$ cat src/rtl/norm_shifter.sv
// norm_shifter -- two-stage normalising left shifter for FP fractions.
//
// Stage 1 registers the transaction and the leading-zero counts of the
// incoming fraction (whole word for FP32, one count per 10-bit lane for FP16).
// Stage 2 clamps each count against its limit, shifts, and registers the
// result plus flags. A valid/ready handshake runs on both ends.
//
// Ports:
//   clk, rst                  clock, synchronous active-high reset
//   in_valid / in_ready       input handshake
//   fmt                       FP32 (one 26-bit lane) or FP16 (two 10-bit lanes)
//   din[25:0]                 FP32 full word; FP16 hi = [25:16], gap = [15:10], lo = [9:0]
//   lim[7:0]                  max left shift; FP32 lim[4:0]; FP16 hi lim[7:4], lo lim[3:0]
//   sticky_h_in, sticky_l_in  sideband bits carried alongside the transaction
//   out_valid / out_ready     output handshake
//   dout[25:0]                normalised fraction, same layout as din
//   shamt_h, shamt_l          applied shift per lane (FP32 uses shamt_l only)
//   zero_h, zero_l            lane input was all zero
//   sticky_h, sticky_l        registered sideband bits

package fpall_pkg;
    typedef enum logic {
        FP32 = 1'b0,
        FP16 = 1'b1
    } fp_fmt_e;
endpackage

// Leading-zero counter. For an all-zero input cnt is W; callers use zero.
module ns_lzc #(
    parameter int W  = 10,
    parameter int CW = 4
) (
    input  logic [W-1:0]  d,
    output logic [CW-1:0] cnt,
    output logic          zero
);
    logic found;

    always_comb begin
        cnt   = '0;
        found = 1'b0;
        for (int i = W - 1; i >= 0; i--) begin
            if (!found) begin
                if (d[i]) found = 1'b1;
                else      cnt   = cnt + CW'(1);
            end
        end
    end

    assign zero = ~|d;
endmodule

// Clamped left shift for one lane. Bits shifted past the top of the lane
// are dropped; only leading zeros are ever shifted out, so nothing is lost.
module ns_shift #(
    parameter int W  = 10,
    parameter int CW = 4
) (
    input  logic [W-1:0]  d,
    input  logic [CW-1:0] lzc,
    input  logic [CW-1:0] lim,
    input  logic          zero,
    output logic [CW-1:0] shamt,
    output logic [W-1:0]  q
);
    always_comb begin
        shamt = '0;
        if (!zero) shamt = (lzc < lim) ? lzc : lim;
        q = d << shamt;
    end
endmodule

module norm_shifter
    import fpall_pkg::*;
(
    input  logic        clk,
    input  logic        rst,
    input  logic        in_valid,
    output logic        in_ready,
    input  fp_fmt_e     fmt,
    input  logic [25:0] din,
    input  logic [7:0]  lim,
    input  logic        sticky_h_in,
    input  logic        sticky_l_in,
    output logic        out_valid,
    input  logic        out_ready,
    output logic [25:0] dout,
    output logic [4:0]  shamt_h,
    output logic [4:0]  shamt_l,
    output logic        zero_h,
    output logic        zero_l,
    output logic        sticky_h,
    output logic        sticky_l
);
    localparam int NUM_LANES = 2;
    localparam int LANE_W    = 10;
    localparam int LCW       = 4;

    typedef struct packed {
        fp_fmt_e                        fmt;
        logic [25:0]                    din;
        logic [7:0]                     lim;
        logic                           sticky_h;
        logic                           sticky_l;
        logic [4:0]                     lzc_w;
        logic                           zero_w;
        logic [NUM_LANES-1:0][LCW-1:0]  lzc_n;
        logic [NUM_LANES-1:0]           zero_n;
    } s1_t;

    typedef struct packed {
        logic [25:0] dout;
        logic [4:0]  shamt_h;
        logic [4:0]  shamt_l;
        logic        zero_h;
        logic        zero_l;
        logic        sticky_h;
        logic        sticky_l;
    } s2_t;

    // vld_pipe_q[1] = stage-1 valid, vld_pipe_q[2] = stage-2 valid
    logic [2:1] vld_pipe_q, vld_pipe_d;
    s1_t        s1_q, s1_d;
    s2_t        s2_q, s2_d;

    logic s2_adv, s1_adv, accept;

    // Handshake: each stage moves when its downstream slot is free or
    // draining this cycle. in_ready depends only on state and out_ready.
    assign s2_adv   = ~vld_pipe_q[2] | out_ready;
    assign s1_adv   = ~vld_pipe_q[1] | s2_adv;
    assign in_ready = s1_adv;
    assign accept   = in_valid & in_ready;

    // ---------------- stage 1: leading-zero counts ----------------
    logic [NUM_LANES-1:0][LANE_W-1:0] in_lane;
    logic [NUM_LANES-1:0][LCW-1:0]    in_lzc_n;
    logic [NUM_LANES-1:0]             in_zero_n;
    logic [4:0]                       in_lzc_w;
    logic                             in_zero_w;

    assign in_lane = {din[25:16], din[9:0]};

    ns_lzc #(.W(26), .CW(5)) u_lzc_w (
        .d    (din),
        .cnt  (in_lzc_w),
        .zero (in_zero_w)
    );

    // ---------------- stage 2: clamp and shift ----------------
    logic [NUM_LANES-1:0][LANE_W-1:0] s1_lane;
    logic [NUM_LANES-1:0][LANE_W-1:0] q_n;
    logic [NUM_LANES-1:0][LCW-1:0]    sh_n;
    logic [25:0]                      q_w;
    logic [4:0]                       sh_w;

    assign s1_lane = {s1_q.din[25:16], s1_q.din[9:0]};

    ns_shift #(.W(26), .CW(5)) u_shift_w (
        .d     (s1_q.din),
        .lzc   (s1_q.lzc_w),
        .lim   (s1_q.lim[4:0]),
        .zero  (s1_q.zero_w),
        .shamt (sh_w),
        .q     (q_w)
    );

    // Lane 0 is the low FP16 half, lane 1 the high half.
    for (genvar g = 0; g < NUM_LANES; g++) begin : g_lane
        ns_lzc #(.W(LANE_W), .CW(LCW)) u_lzc (
            .d    (in_lane[g]),
            .cnt  (in_lzc_n[g]),
            .zero (in_zero_n[g])
        );

        ns_shift #(.W(LANE_W), .CW(LCW)) u_shift (
            .d     (s1_lane[g]),
            .lzc   (s1_q.lzc_n[g]),
            .lim   (s1_q.lim[g*LCW +: LCW]),
            .zero  (s1_q.zero_n[g]),
            .shamt (sh_n[g]),
            .q     (q_n[g])
        );
    end

    // ---------------- next-state ----------------
    always_comb begin
        vld_pipe_d = vld_pipe_q;
        s1_d       = s1_q;
        s2_d       = s2_q;

        if (s1_adv) vld_pipe_d[1] = in_valid;
        if (s2_adv) vld_pipe_d[2] = vld_pipe_q[1];

        if (accept) begin
            s1_d.fmt      = fmt;
            s1_d.din      = din;
            s1_d.lim      = lim;
            s1_d.sticky_h = sticky_h_in;
            s1_d.sticky_l = sticky_l_in;
            s1_d.lzc_w    = in_lzc_w;
            s1_d.zero_w   = in_zero_w;
            s1_d.lzc_n    = in_lzc_n;
            s1_d.zero_n   = in_zero_n;
        end

        // Output register only changes when a new item moves in, so it
        // holds steady while stalled.
        if (s2_adv && vld_pipe_q[1]) begin
            s2_d.sticky_h = s1_q.sticky_h;
            s2_d.sticky_l = s1_q.sticky_l;
            if (s1_q.fmt == FP32) begin
                s2_d.dout    = q_w;
                s2_d.shamt_h = '0;
                s2_d.shamt_l = sh_w;
                s2_d.zero_h  = 1'b0;
                s2_d.zero_l  = s1_q.zero_w;
            end else begin
                // gap bits [15:10] are forced to zero
                s2_d.dout    = {q_n[1], 6'b0, q_n[0]};
                s2_d.shamt_h = {1'b0, sh_n[1]};
                s2_d.shamt_l = {1'b0, sh_n[0]};
                s2_d.zero_h  = s1_q.zero_n[1];
                s2_d.zero_l  = s1_q.zero_n[0];
            end
        end
    end

    always_ff @(posedge clk) begin
        if (rst) begin
            vld_pipe_q <= '0;
            s1_q       <= '0;
            s2_q       <= '0;
        end else begin
            vld_pipe_q <= vld_pipe_d;
            s1_q       <= s1_d;
            s2_q       <= s2_d;
        end
    end

    assign out_valid = vld_pipe_q[2];
    assign dout      = s2_q.dout;
    assign shamt_h   = s2_q.shamt_h;
    assign shamt_l   = s2_q.shamt_l;
    assign zero_h    = s2_q.zero_h;
    assign zero_l    = s2_q.zero_l;
    assign sticky_h  = s2_q.sticky_h;
    assign sticky_l  = s2_q.sticky_l;
endmodule

$ cat config.mk
export PLATFORM = sky130hd
export DESIGN_NAME = norm_shifter
export DESIGN_NICKNAME = d
export VERILOG_FILES = /design/src/rtl/norm_shifter.sv
export SDC_FILE = /design/constraint.sdc
export NUM_CORES = 1
export LEC_CHECK = 0
export ABC_CLOCK_PERIOD_IN_PS = 11700
export CAP_MARGIN = 20
export CORE_MARGIN = 2
export CORE_UTILIZATION = 55
export DETAILED_ROUTE_END_ITERATION = 16
export DONT_BUFFER_PORTS = 1
export GPL_ROUTABILITY_DRIVEN = 0
export GPL_TIMING_DRIVEN = 0
export PLACE_DENSITY = 0.73
export SYNTH_ARGS = -nofsm -noshare
export SYNTH_HDL_FRONTEND = slang
export SYNTH_HIERARCHICAL = 1
export SYNTH_SLANG_ARGS = --single-unit
$ cat constraint.sdc
create_clock -name clk -period 11.7 [get_ports clk]
set_clock_uncertainty 0.1 [all_clocks]
set_input_delay 1.755 -clock clk [delete_from_list [all_inputs] [get_ports clk]]
set_output_delay 1.755 -clock clk [all_outputs]
set_load 0.01 [all_outputs]
==> impl_metrics.ini <==
[global_route]
grt_pass1_wl_mm = 49.2
grt_pass1_vias = 9657
grt_usage_pct = 27.5
antenna_found_initial = 0
busiest_layer = met2
met2_usage_pct = 45.0
grt_max_degree = 16
grt_use_met3_pct = 5.28
overflow = 0
grtUsageMet1_pct = 36.6

[timing]
fin_crit_sh_pct = 104
slew_headroom_pct = 43.5
fin_ws_ns = -0.420
holdWs_ns = 0.383
setup_viol = 2
drv_slew = 0
rsz0062_at_grt = true
fin_crit_ns = 12.12
worstMarginPinSlew_ns = 0.840
final-hold-violation-count = 0
timing.fmax_ghz = 0.0825

[synthesis]
synth_area_um2 = 11100
synth_seq_cells = 94
yosys.area.top_type_share_pct = 17.0
synth_cell_types = 110
synthArstFlopShare_pct = 0
synth_edf_count = 0
synth_flop_cell = dfxtp_1
yosysSeqAreaShare_pct = 17.0
ys_warn_count = 6
ys_top_cells_by_area = dfxtp_1 17%, mux2i_1 13%, nand2b_1 7.7%
avgSynthCellArea_um2 = 7.97
yosys-top-cells-count = 145 x mux2i_1, 136 x nand2b_1, 110 x a21oi_1, 94 x dfxtp_1, 94 x nor2_1
synthMostInstantiatedCell = mux2i_1
synth.largest_area_cell = dfxtp_1
synth_cells = 1391
syn_nets = 1479

[worst_setup_path]
critical_path_class = in -> reg
cpPeakStageDelay_ns = 0.38
slowest_stage = ha_1
path_common_cell = ha_1
critPathArrivalTime_ns = 12.31
crit_path_end_kind = flip-flop
cp.required_ns = 11.89
crit_fanout = 8
cp-start-kind = primary input

[drt]
routed_wirelength_mm = 30.6
drc = 0
first_iter_violations = 799
viasPerCell = 6.20
via_count = 10600
first_pass_iters = 6
ant_nets = 0
wl_per_cell_um = 18.0

[clock_tree]
cts_tree = built
cts_num_sinks = 94
hold_buffers = 0
clock_latency_ns = 0.35
clock_path_buffers = 2
numCtsBuffers = 9
clk_pin_slew_ns = 0.07
root_buffer = clkbuf_16
htreeDepth = 3

[pwr]
combPwrFrac_pct = 37.3
p_leak_uw = 0.00476
seq_power_share_pct = 35.9
vdd_drop_max_v = 0.0000727
switching_share_pct = 35.5
intPower_uw = 646
p_clk_share_pct = 26.7
switching_power_uw = 357
p_per_area_nw_per_um2 = 82.5

[floorplan]
fp.dieH_um = 146
die_area_um2 = 21300
rows = 51
die_w_um = 146
core_um2 = 19700
start_util_pct = 56.4
boundaryPins = 83

[flow_run]
cap_viol_max_count = 0

[final_layout]
layout-drive-gt1-share_pct = 16.8
final_nets = 1521
syn_to_final_growth_pct = 9.63
fin_area_um2 = 12200
n_fill_cell = 1809
fin_util_pct = 61.9
antennaDiodeCount = 0

[place]
dp_slack_ns = -1.37
placed_area_um2 = 11500
port_buffers = 0
dpl.hpwl_mm = 23.3

[min_path]
hold_class = reg -> reg

[outcome]
status = finished with violations
violations = setup timing
==> placed cells by master (no fill, tap or decap), drive strengths merged, types with 11 or more instances in the layout <==
cell type  count
or4           12
nand3         25
buf           87
clkbuf        39
nand4         16
o21ai         60
nor2b         31
nor3          43
a22oi         12
nand2b       136
mux2i        154
a21o          12
ha            47
a211oi        42
xor2          20
mux2          14
inv           47
o21a          13
dfxtp         94
o211ai        11
and3          11
nor2         101
xnor2         37
nor4          16
and2          11
nand2         90
a21oi        113
==> power groups by stage <==
stage	Combinational, µW	Clock (µW)	Sequential [µW]
floorplan	277	0	360
global placement	338	0	367
detailed placement	342	0	368
CTS	351	270	360
global route	405	287	363
finish	375	268	360
==> metrics by stage <==
stage,setup TNS [ns],power (µW),std cells
2_1_floorplan,0,637,1391
3_3_place_gp,-2.42,704,1656
3_5_place_dp,-3.15,709,1656
4_1_cts,-0.370,981,1682
5_1_grt,-2.25,1050,1702
6_report,-0.548,1000,1702
==> repair_timing <==
item | CTS | global route
endpoints found under the hold margin | 0 | 0
endpoints found under the setup margin | 4 | 4
gates resized for setup | 20 | 36
pin swaps | 21 | 39
setup buffers | 11 | 20
==> state kept, by name, indices dropped and copies added (netlist names) <==
name,cells
dout,26
s1_lane,20
s1_q,33
shamt_h,4
shamt_l,5
sticky_h,1
sticky_l,1
vld_pipe_q,2
zero_h,1
zero_l,1
==> path summary, 6_finish.rpt <==
check        startpoint       end  slack (ns)  cells past startpoint
max             din[24]  s1_q[15]       -0.42                     64
min            s1_q[17]  sticky_h        0.38                      2
max reg2reg    s1_q[22]  dout[20]        8.00                     14
min reg2reg    s1_q[17]  sticky_h        0.38                      2
==> per-layer routing <==
metal	vias up	share of wire, %
met1	4921	45
li1	5156	-
met5	-	0
met2	414	46
met3	60	6.8
met4	0	2.5
==> area by class of cell <==
type / count / area (µm²) / area share (%)
clock inverters: 6 / 37.5 / 0.309
inverters: 47 / 191 / 1.57
clock buffers: 9 / 225 / 1.85
plain buffers: 86 / 619 / 5.09
well taps: 265 / 332 / 2.73
flip-flops and latches: 94 / 1880 / 15.5
multi-input cells: 1164 / 8640 / 71.0
repair buffers: 31 / 236 / 1.94
==> critical path, delay by kind of cell <==
kind            cells  cell delay [ns]
simple gates       20             2.67
buf+inv             2             0.16
xor+xnor            3             0.51
mux                 5             0.66
fa+ha+maj          11             3.01
compound gates     23             3.50
==> kinds of logic after synthesis <==
kind of cell / Yosys count / share of synthesized area (%)
buf+inv: 133 / 7.23
mux: 170 / 16.3
xor+xnor: 59 / 5.25
fa+ha+maj: 51 / 5.66
other cells: 1 / 0.0338
simple gates: 536 / 27.3
compound gates: 347 / 21.3
flops: 94 / 17.0
No activity file was read; power rests on OpenSTA's default activity.
